<file path="config.mk">
export PLATFORM = sky130hd
export DESIGN_NAME = pipeline_hazard_controller_flat
export DESIGN_NICKNAME = d
export VERILOG_FILES = /design/src/rtl/pipeline_hazard_controller_if.sv /design/src/rtl/pipeline_hazard_controller.sv /design/src/flat_wrapper.sv
export SDC_FILE = /design/constraint.sdc
export NUM_CORES = 1
export LEC_CHECK = 0
export CAP_MARGIN = 20
export CORE_ASPECT_RATIO = 0.9
export CORE_MARGIN = 2
export CORE_UTILIZATION = 32
export DETAILED_ROUTE_END_ITERATION = 10
export PLACE_DENSITY = 0.77
export SLEW_MARGIN = 25
export SYNTH_ARGS = -nofsm -noshare
export SYNTH_HDL_FRONTEND = slang
export SYNTH_SLANG_ARGS = --single-unit
</file>
<file path="constraint.sdc">
create_clock -name clk -period 1.7 [get_ports clk]
set_input_delay 0.255 -clock clk [delete_from_list [all_inputs] [get_ports clk]]
set_output_delay 0.255 -clock clk [all_outputs]
set_load 0.005 [all_outputs]
</file>
<file path="src/rtl/pipeline_hazard_controller_if.sv">
// -----------------------------------------------------------------------------
// hazard_if
// Groups the pipeline-side signals of the hazard controller into one bundle.
//   master : pipeline / environment side. Drives the ID/EXE/MEM stage info,
//            the branch result and the SRAM handshake, and receives the
//            hold/flush controls.
//   slave  : pipeline_hazard_controller side.
// Inputs to the controller:
//   fwdMode, src1, src2, twoSrc, destEXE, wbEnEXE, memREnEXE, destMEM,
//   wbEnMEM, branchTaken, memReq, memReady
// Outputs from the controller:
//   forwardingEn, hazard, flush, freezeAll, memError, stallCycles, flushCount
// -----------------------------------------------------------------------------
interface hazard_if #(
    parameter int CNT_W = 32
);
    logic             fwdMode;
    logic [3:0]       src1;
    logic [3:0]       src2;
    logic             twoSrc;
    logic [3:0]       destEXE;
    logic             wbEnEXE;
    logic             memREnEXE;
    logic [3:0]       destMEM;
    logic             wbEnMEM;
    logic             branchTaken;
    logic             memReq;
    logic             memReady;

    logic             forwardingEn;
    logic             hazard;
    logic             flush;
    logic             freezeAll;
    logic             memError;
    logic [CNT_W-1:0] stallCycles;
    logic [CNT_W-1:0] flushCount;

    modport master (
        output fwdMode, src1, src2, twoSrc, destEXE, wbEnEXE, memREnEXE,
               destMEM, wbEnMEM, branchTaken, memReq, memReady,
        input  forwardingEn, hazard, flush, freezeAll, memError,
               stallCycles, flushCount
    );

    modport slave (
        input  fwdMode, src1, src2, twoSrc, destEXE, wbEnEXE, memREnEXE,
               destMEM, wbEnMEM, branchTaken, memReq, memReady,
        output forwardingEn, hazard, flush, freezeAll, memError,
               stallCycles, flushCount
    );
endinterface

</file>
<file path="src/rtl/pipeline_hazard_controller.sv">
// -----------------------------------------------------------------------------
// pipeline_hazard_controller
// Stall/flush sequencer for the 5-stage pipeline. Detects RAW and load-use
// hazards in ID, freezes the whole pipe while a MEM-stage SRAM access is
// outstanding, issues branch flushes and optionally counts stall/flush cycles.
//
// Ports:
//   clk    : pipeline clock, rising edge
//   rst    : asynchronous, active-high reset
//   hz_if  : hazard_if.slave bundle (stage info in, hold/flush controls out)
//
// Parameters:
//   MEM_TIMEOUT : MEM_WAIT cycles before the sticky memError flag is raised
//   CNT_W       : performance counter width (must match the interface CNT_W)
//
// Build option:
//   PERF_COUNTERS_EN : when defined, stallCycles/flushCount are saturating
//                      counters; when undefined both outputs are tied to 0.
// -----------------------------------------------------------------------------
module pipeline_hazard_controller #(
    parameter int MEM_TIMEOUT = 255,
    parameter int CNT_W       = 32
) (
    input  logic     clk,
    input  logic     rst,
    hazard_if.slave  hz_if
);

    // Wait counter is sized to hold MEM_TIMEOUT, clamped to 8..16 bits.
    localparam int WAIT_RAW = $clog2(MEM_TIMEOUT + 1);
    localparam int WAIT_W   = (WAIT_RAW < 8) ? 8 : ((WAIT_RAW > 16) ? 16 : WAIT_RAW);
    localparam logic [WAIT_W-1:0] TIMEOUT_VAL = WAIT_W'(MEM_TIMEOUT);

    typedef enum logic {
        RUN      = 1'b0,
        MEM_WAIT = 1'b1
    } state_e;

    state_e            state_q;
    logic [WAIT_W-1:0] wait_cnt_q;
    logic              mem_error_q;

    // ------------------------------------------------------------------
    // Hazard detection. src1 is always read by the ID instruction; src2
    // only when twoSrc is set. A stage only matches if it writes back.
    // ------------------------------------------------------------------
    logic raw_exe;
    logic raw_mem;
    logic hazard_raw;
    logic freeze_raw;

    assign raw_exe = hz_if.wbEnEXE &&
                     ((hz_if.src1 == hz_if.destEXE) ||
                      (hz_if.twoSrc && (hz_if.src2 == hz_if.destEXE)));

    assign raw_mem = hz_if.wbEnMEM &&
                     ((hz_if.src1 == hz_if.destMEM) ||
                      (hz_if.twoSrc && (hz_if.src2 == hz_if.destMEM)));

    // With forwarding only a load in EXE cannot be bypassed in time.
    assign hazard_raw = hz_if.fwdMode ? (hz_if.memREnEXE && raw_exe)
                                      : (raw_exe || raw_mem);

    // Freeze starts in the same cycle the unanswered request appears.
    assign freeze_raw = (state_q == RUN) ? (hz_if.memReq && !hz_if.memReady)
                                         : !hz_if.memReady;

    // Priority freeze > flush > hazard. A frozen branch is held in EXE and
    // re-presents branchTaken once the freeze lifts, so dropping it is safe.
    assign hz_if.freezeAll    = !rst && freeze_raw;
    assign hz_if.flush        = !rst && !freeze_raw && hz_if.branchTaken;
    assign hz_if.hazard       = !rst && !freeze_raw && !hz_if.branchTaken && hazard_raw;
    assign hz_if.forwardingEn = hz_if.fwdMode;
    assign hz_if.memError     = mem_error_q;

    // ------------------------------------------------------------------
    // SRAM wait FSM with timeout watchdog.
    // ------------------------------------------------------------------
    logic [WAIT_W-1:0] wait_inc;
    assign wait_inc = wait_cnt_q + WAIT_W'(1);

    // NOTE: state is updated with non-blocking assignments so every flop
    // samples the pre-edge values, independent of statement order.
    always_ff @(posedge clk or posedge rst) begin
        if (rst) begin
            state_q     <= RUN;
            wait_cnt_q  <= '0;
            mem_error_q <= 1'b0;
        end else begin
            case (state_q)
                RUN: begin
                    if (hz_if.memReq && !hz_if.memReady) begin
                        state_q    <= MEM_WAIT;
                        wait_cnt_q <= '0;
                    end
                end
                MEM_WAIT: begin
                    if (hz_if.memReady) begin
                        state_q <= RUN;
                    end else if (wait_cnt_q != TIMEOUT_VAL) begin
                        // Counter saturates at the timeout; memError is sticky.
                        wait_cnt_q <= wait_inc;
                        if (wait_inc == TIMEOUT_VAL) begin
                            mem_error_q <= 1'b1;
                        end
                    end
                end
                default: state_q <= RUN;
            endcase
        end
    end

    // ------------------------------------------------------------------
    // Optional saturating performance counters.
    // ------------------------------------------------------------------
`ifdef PERF_COUNTERS_EN
    logic [CNT_W-1:0] stall_cnt_q, stall_cnt_d;
    logic [CNT_W-1:0] flush_cnt_q, flush_cnt_d;

    // NOTE: every always_comb output gets a default first so no path can
    // leave it unassigned and infer a latch.
    always_comb begin
        stall_cnt_d = stall_cnt_q;
        flush_cnt_d = flush_cnt_q;
        if ((hz_if.hazard || hz_if.freezeAll) && !(&stall_cnt_q)) begin
            stall_cnt_d = stall_cnt_q + CNT_W'(1);
        end
        if (hz_if.flush && !(&flush_cnt_q)) begin
            flush_cnt_d = flush_cnt_q + CNT_W'(1);
        end
    end

    always_ff @(posedge clk or posedge rst) begin
        if (rst) begin
            stall_cnt_q <= '0;
            flush_cnt_q <= '0;
        end else begin
            stall_cnt_q <= stall_cnt_d;
            flush_cnt_q <= flush_cnt_d;
        end
    end

    assign hz_if.stallCycles = stall_cnt_q;
    assign hz_if.flushCount  = flush_cnt_q;
`else
    assign hz_if.stallCycles = '0;
    assign hz_if.flushCount  = '0;
`endif

endmodule

</file>
<file path="src/flat_wrapper.sv">
// flat-port wrapper written by rule: the top's interface ports become plain ports
module pipeline_hazard_controller_flat 
#(
    parameter int MEM_TIMEOUT = 255,
    parameter int CNT_W       = 32
)
  (clk, rst, hz_if_fwdMode, hz_if_src1, hz_if_src2, hz_if_twoSrc, hz_if_destEXE, hz_if_wbEnEXE, hz_if_memREnEXE, hz_if_destMEM, hz_if_wbEnMEM, hz_if_branchTaken, hz_if_memReq, hz_if_memReady, hz_if_forwardingEn, hz_if_hazard, hz_if_flush, hz_if_freezeAll, hz_if_memError, hz_if_stallCycles, hz_if_flushCount);
  hazard_if #(.CNT_W(CNT_W)) hz_if_i ();
  input  logic clk;
  input  logic rst;
  input wire logic [$bits(hz_if_i.fwdMode)-1:0] hz_if_fwdMode;
  input wire logic [$bits(hz_if_i.src1)-1:0] hz_if_src1;
  input wire logic [$bits(hz_if_i.src2)-1:0] hz_if_src2;
  input wire logic [$bits(hz_if_i.twoSrc)-1:0] hz_if_twoSrc;
  input wire logic [$bits(hz_if_i.destEXE)-1:0] hz_if_destEXE;
  input wire logic [$bits(hz_if_i.wbEnEXE)-1:0] hz_if_wbEnEXE;
  input wire logic [$bits(hz_if_i.memREnEXE)-1:0] hz_if_memREnEXE;
  input wire logic [$bits(hz_if_i.destMEM)-1:0] hz_if_destMEM;
  input wire logic [$bits(hz_if_i.wbEnMEM)-1:0] hz_if_wbEnMEM;
  input wire logic [$bits(hz_if_i.branchTaken)-1:0] hz_if_branchTaken;
  input wire logic [$bits(hz_if_i.memReq)-1:0] hz_if_memReq;
  input wire logic [$bits(hz_if_i.memReady)-1:0] hz_if_memReady;
  output wire logic [$bits(hz_if_i.forwardingEn)-1:0] hz_if_forwardingEn;
  output wire logic [$bits(hz_if_i.hazard)-1:0] hz_if_hazard;
  output wire logic [$bits(hz_if_i.flush)-1:0] hz_if_flush;
  output wire logic [$bits(hz_if_i.freezeAll)-1:0] hz_if_freezeAll;
  output wire logic [$bits(hz_if_i.memError)-1:0] hz_if_memError;
  output wire logic [$bits(hz_if_i.stallCycles)-1:0] hz_if_stallCycles;
  output wire logic [$bits(hz_if_i.flushCount)-1:0] hz_if_flushCount;
  assign hz_if_i.fwdMode = hz_if_fwdMode;
  assign hz_if_i.src1 = hz_if_src1;
  assign hz_if_i.src2 = hz_if_src2;
  assign hz_if_i.twoSrc = hz_if_twoSrc;
  assign hz_if_i.destEXE = hz_if_destEXE;
  assign hz_if_i.wbEnEXE = hz_if_wbEnEXE;
  assign hz_if_i.memREnEXE = hz_if_memREnEXE;
  assign hz_if_i.destMEM = hz_if_destMEM;
  assign hz_if_i.wbEnMEM = hz_if_wbEnMEM;
  assign hz_if_i.branchTaken = hz_if_branchTaken;
  assign hz_if_i.memReq = hz_if_memReq;
  assign hz_if_i.memReady = hz_if_memReady;
  assign hz_if_forwardingEn = hz_if_i.forwardingEn;
  assign hz_if_hazard = hz_if_i.hazard;
  assign hz_if_flush = hz_if_i.flush;
  assign hz_if_freezeAll = hz_if_i.freezeAll;
  assign hz_if_memError = hz_if_i.memError;
  assign hz_if_stallCycles = hz_if_i.stallCycles;
  assign hz_if_flushCount = hz_if_i.flushCount;
  pipeline_hazard_controller #(.MEM_TIMEOUT(MEM_TIMEOUT), .CNT_W(CNT_W)) u_core (.clk(clk), .rst(rst), .hz_if(hz_if_i));
endmodule
</file>
==> out/results.ini <==
[outcome]
outcome=completed

[worst_setup_path]
worstPathArrival_ns=1.43
reg2reg_setup_slack_ns=0.16
r2r_start=u_core.wait_cnt_q[2]$_DFFE_PP0P_
end_kind=primary output
reg2reg_to=u_core.hz_if.memError$_DFFE_PP0P_
startpoint_type=flop
critPathMaxFanout=2
critPathRequiredTime_ns=1.44
ff2ff_path_depth=4
worstSetupPathType=reg2out

[logic_synthesis]
synth_enable_flop_cells=0
synth_top_area_frac=0.362
synthTopCellsByArea=buf_4 36%, dfrtp_1 18%, xor2_1 9.6%
synth_ff_type=dfrtp_1
yosys.area.top_type=buf_4
synth.avg_cell_area_um2=8.06
async_reset_ff_frac=1.00
synthMostInstantiatedCell=buf_4
synth_cells=170
yosys_warnings=0
seq_area_frac_synth=0.183
synthTopCellsByCount=66 x buf_4, 15 x xor2_1, 10 x dfrtp_1
netlist_area_um2=1370
yosysUniqueCellTypes=36
synth-seq-cells=10

[placement]
dpl.cell_count=252
port_buffers=30
hpwl_um=2170
placed_area_um2=1540
place_congestion=0.888
pre_cts_slack_ns=-0.486

[die]
core_area_um2=4100
die_area_um2=4820
io_pins=95
rows=22
die_h_um=66.1
die_w_um=73.0
initial_utilization=0.334

[routing]
drt_iter0_drc=39
antenna_left=0
wire_per_inst_um=10.5
vias=1086
drc=0
wl_um=2710
dr.pass1.iters=4
viasPerCell=4.23

[final_layout]
stdcell_area_um2=1640
multiInputGateArea_um2=868
fill_cells=426
drive_gt1_frac=0.124
layout.area.seq_um2=250
layout.nets=238
antenna_cells=0
syn2layout_area_growth_pct=19.9
fin_cells=257

[clocking]
clk_pin_slew_ns=0.05
cts_root_buf=clkbuf_8
clk_latency_ns=0.24
htree_levels=1
cts_tree=yes
clock_sinks=10
holdBufCountCts=0
cts_inserted_buffers=3
cts.path.max_buffers=2

[power_and_ir_drop]
p_leak_nw=0.897
ir_drop_v=0.000202
power_density_nw_per_um2=518

[global_route]
grt_antenna_before_repair=0
grt_pass1_vias=861
grt_first_pass_wirelength_um=3850
grt_max_degree=11
grt_usage=0.104
grt_overflow=0

[sta]
fin_skew_ns=0.00395
timing_hold_violations_final=0
final.setup.worst_slack_ns=0.0178
fin_crit_ns=1.68
timing.final.crit_share=0.990
final_max_slew_viol_count=0
tns_ns=0
grt_setup_unrepaired=true
setup-violations-final=0
timing.hold.ws_ns=0.420
max_freq_mhz=594

[min_path]
hp-class=in2async

[job]
max_cap_violations=0

stage by stage:
step	power (mW)	utilization
2_1_floorplan	0.519	-
3_3_place_gp	0.539	0.375
3_5_place_dp	0.545	0.375
4_1_cts	0.847	0.386
5_1_grt	0.907	0.401
6_report	0.851	0.401
placed cells by master (no fill, tap or decap), types with 2 or more instances in the layout:
cell type	n
inv_1	3
a31oi_1	2
dlygate4sd2_1	9
clkdlybuf4s50_1	9
a21o_1	2
nand3_1	5
nor4_1	2
a41o_1	2
clkbuf_8	4
o21ai_0	7
dfrtp_1	10
xor2_1	15
buf_2	2
nor2_1	4
xnor2_1	2
and2_1	3
buf_4	11
ha_1	2
o211ai_1	2
or4_1	2
nand2_1	9
nand2b_1	4
a21oi_1	4
nand3_2	2
nor3_1	2
dlymetal6s2s_1	10
conb_1	64
layout make-up:
type,count,area share
multi-input combinational,150,0.529
sequential,10,0.152
inverter,3,0.00685
timing repair buffer,42,0.242
tap,48,0.0366
clock buffer,4,0.0335
registers in the layout (all words and copies together) (netlist names):
name / flops
u_core.hz_if.memError: 1
u_core.state_q: 1
u_core.wait_cnt_q: 8
worst max-delay path: stages (launching register included):
cell and delay, ns:
dfrtp_1 0.39, o21ba_4 0.22, nor3_4 0.18, nand3_2 0.09, o22ai_2 0.17, buf_2 0.13
what timing repair did:
action                                  in CTS  in global routing
pin swaps                                    5                  7
resized for setup                           19                 15
buffers inserted                             0                  1
endpoints found under the setup margin       3                  2
layer usage:
| metal | global-route usage | up-vias | share of wire |
|---|---|---|---|
| li1 | - | 519 | - |
| met1 | 0.131 | 505 | 0.41 |
| met2 | 0.163 | 54 | 0.50 |
| met3 | 0.0335 | 8 | 0.066 |
| met4 | 0.0463 | 0 | 0.024 |
| met5 | 0 | - | 0 |
worst max-delay path by stage:
stage / from / end / slack, ns / cells after the start
3_5_place_dp: hz_if_destEXE[1] / hz_if_hazard / -0.49 / 6
5_1_grt: hz_if_src1[2] / hz_if_hazard / -0.04 / 6
4_1_cts: hz_if_memReady / hz_if_freezeAll / -0.02 / 5
6_report: u_core.state_q$_DFF_PP0_ / hz_if_hazard / 0.02 / 5
2_1_floorplan: u_core.wait_cnt_q[0]$_DFFE_PP0P_ / u_core.wait_cnt_q[4]$_DFFE_PP0P_ / 0.08 / 6
3_3_place_gp: hz_if_memReady / hz_if_hazard / -0.46 / 6
kinds of logic (layout without fill, tap and decap cells):
kind of cell | count (synthesis) | in the layout | synth area share
buf+inv | 73 | 49 | 0.381
simple gates | 42 | 42 | 0.168
compound gates | 24 | 24 | 0.132
xor+xnor | 17 | 17 | 0.109
flops | 10 | 10 | 0.183
fa+ha+maj | 2 | 2 | 0.0183
other cells | 1 | 64 | 0.00274
mux | 1 | 1 | 0.00731
power breakdown:
| group | total (mW) | internal [mW] | leakage, nW | switching, mW |
|---|---|---|---|---|
| sequential | 0.277 | 0.256 | 0.135 | 0.0208 |
| combinational | 0.270 | 0.128 | 0.733 | 0.142 |
| clock | 0.305 | 0.204 | 0.0288 | 0.101 |
Power figures use the tool's default switching activity.
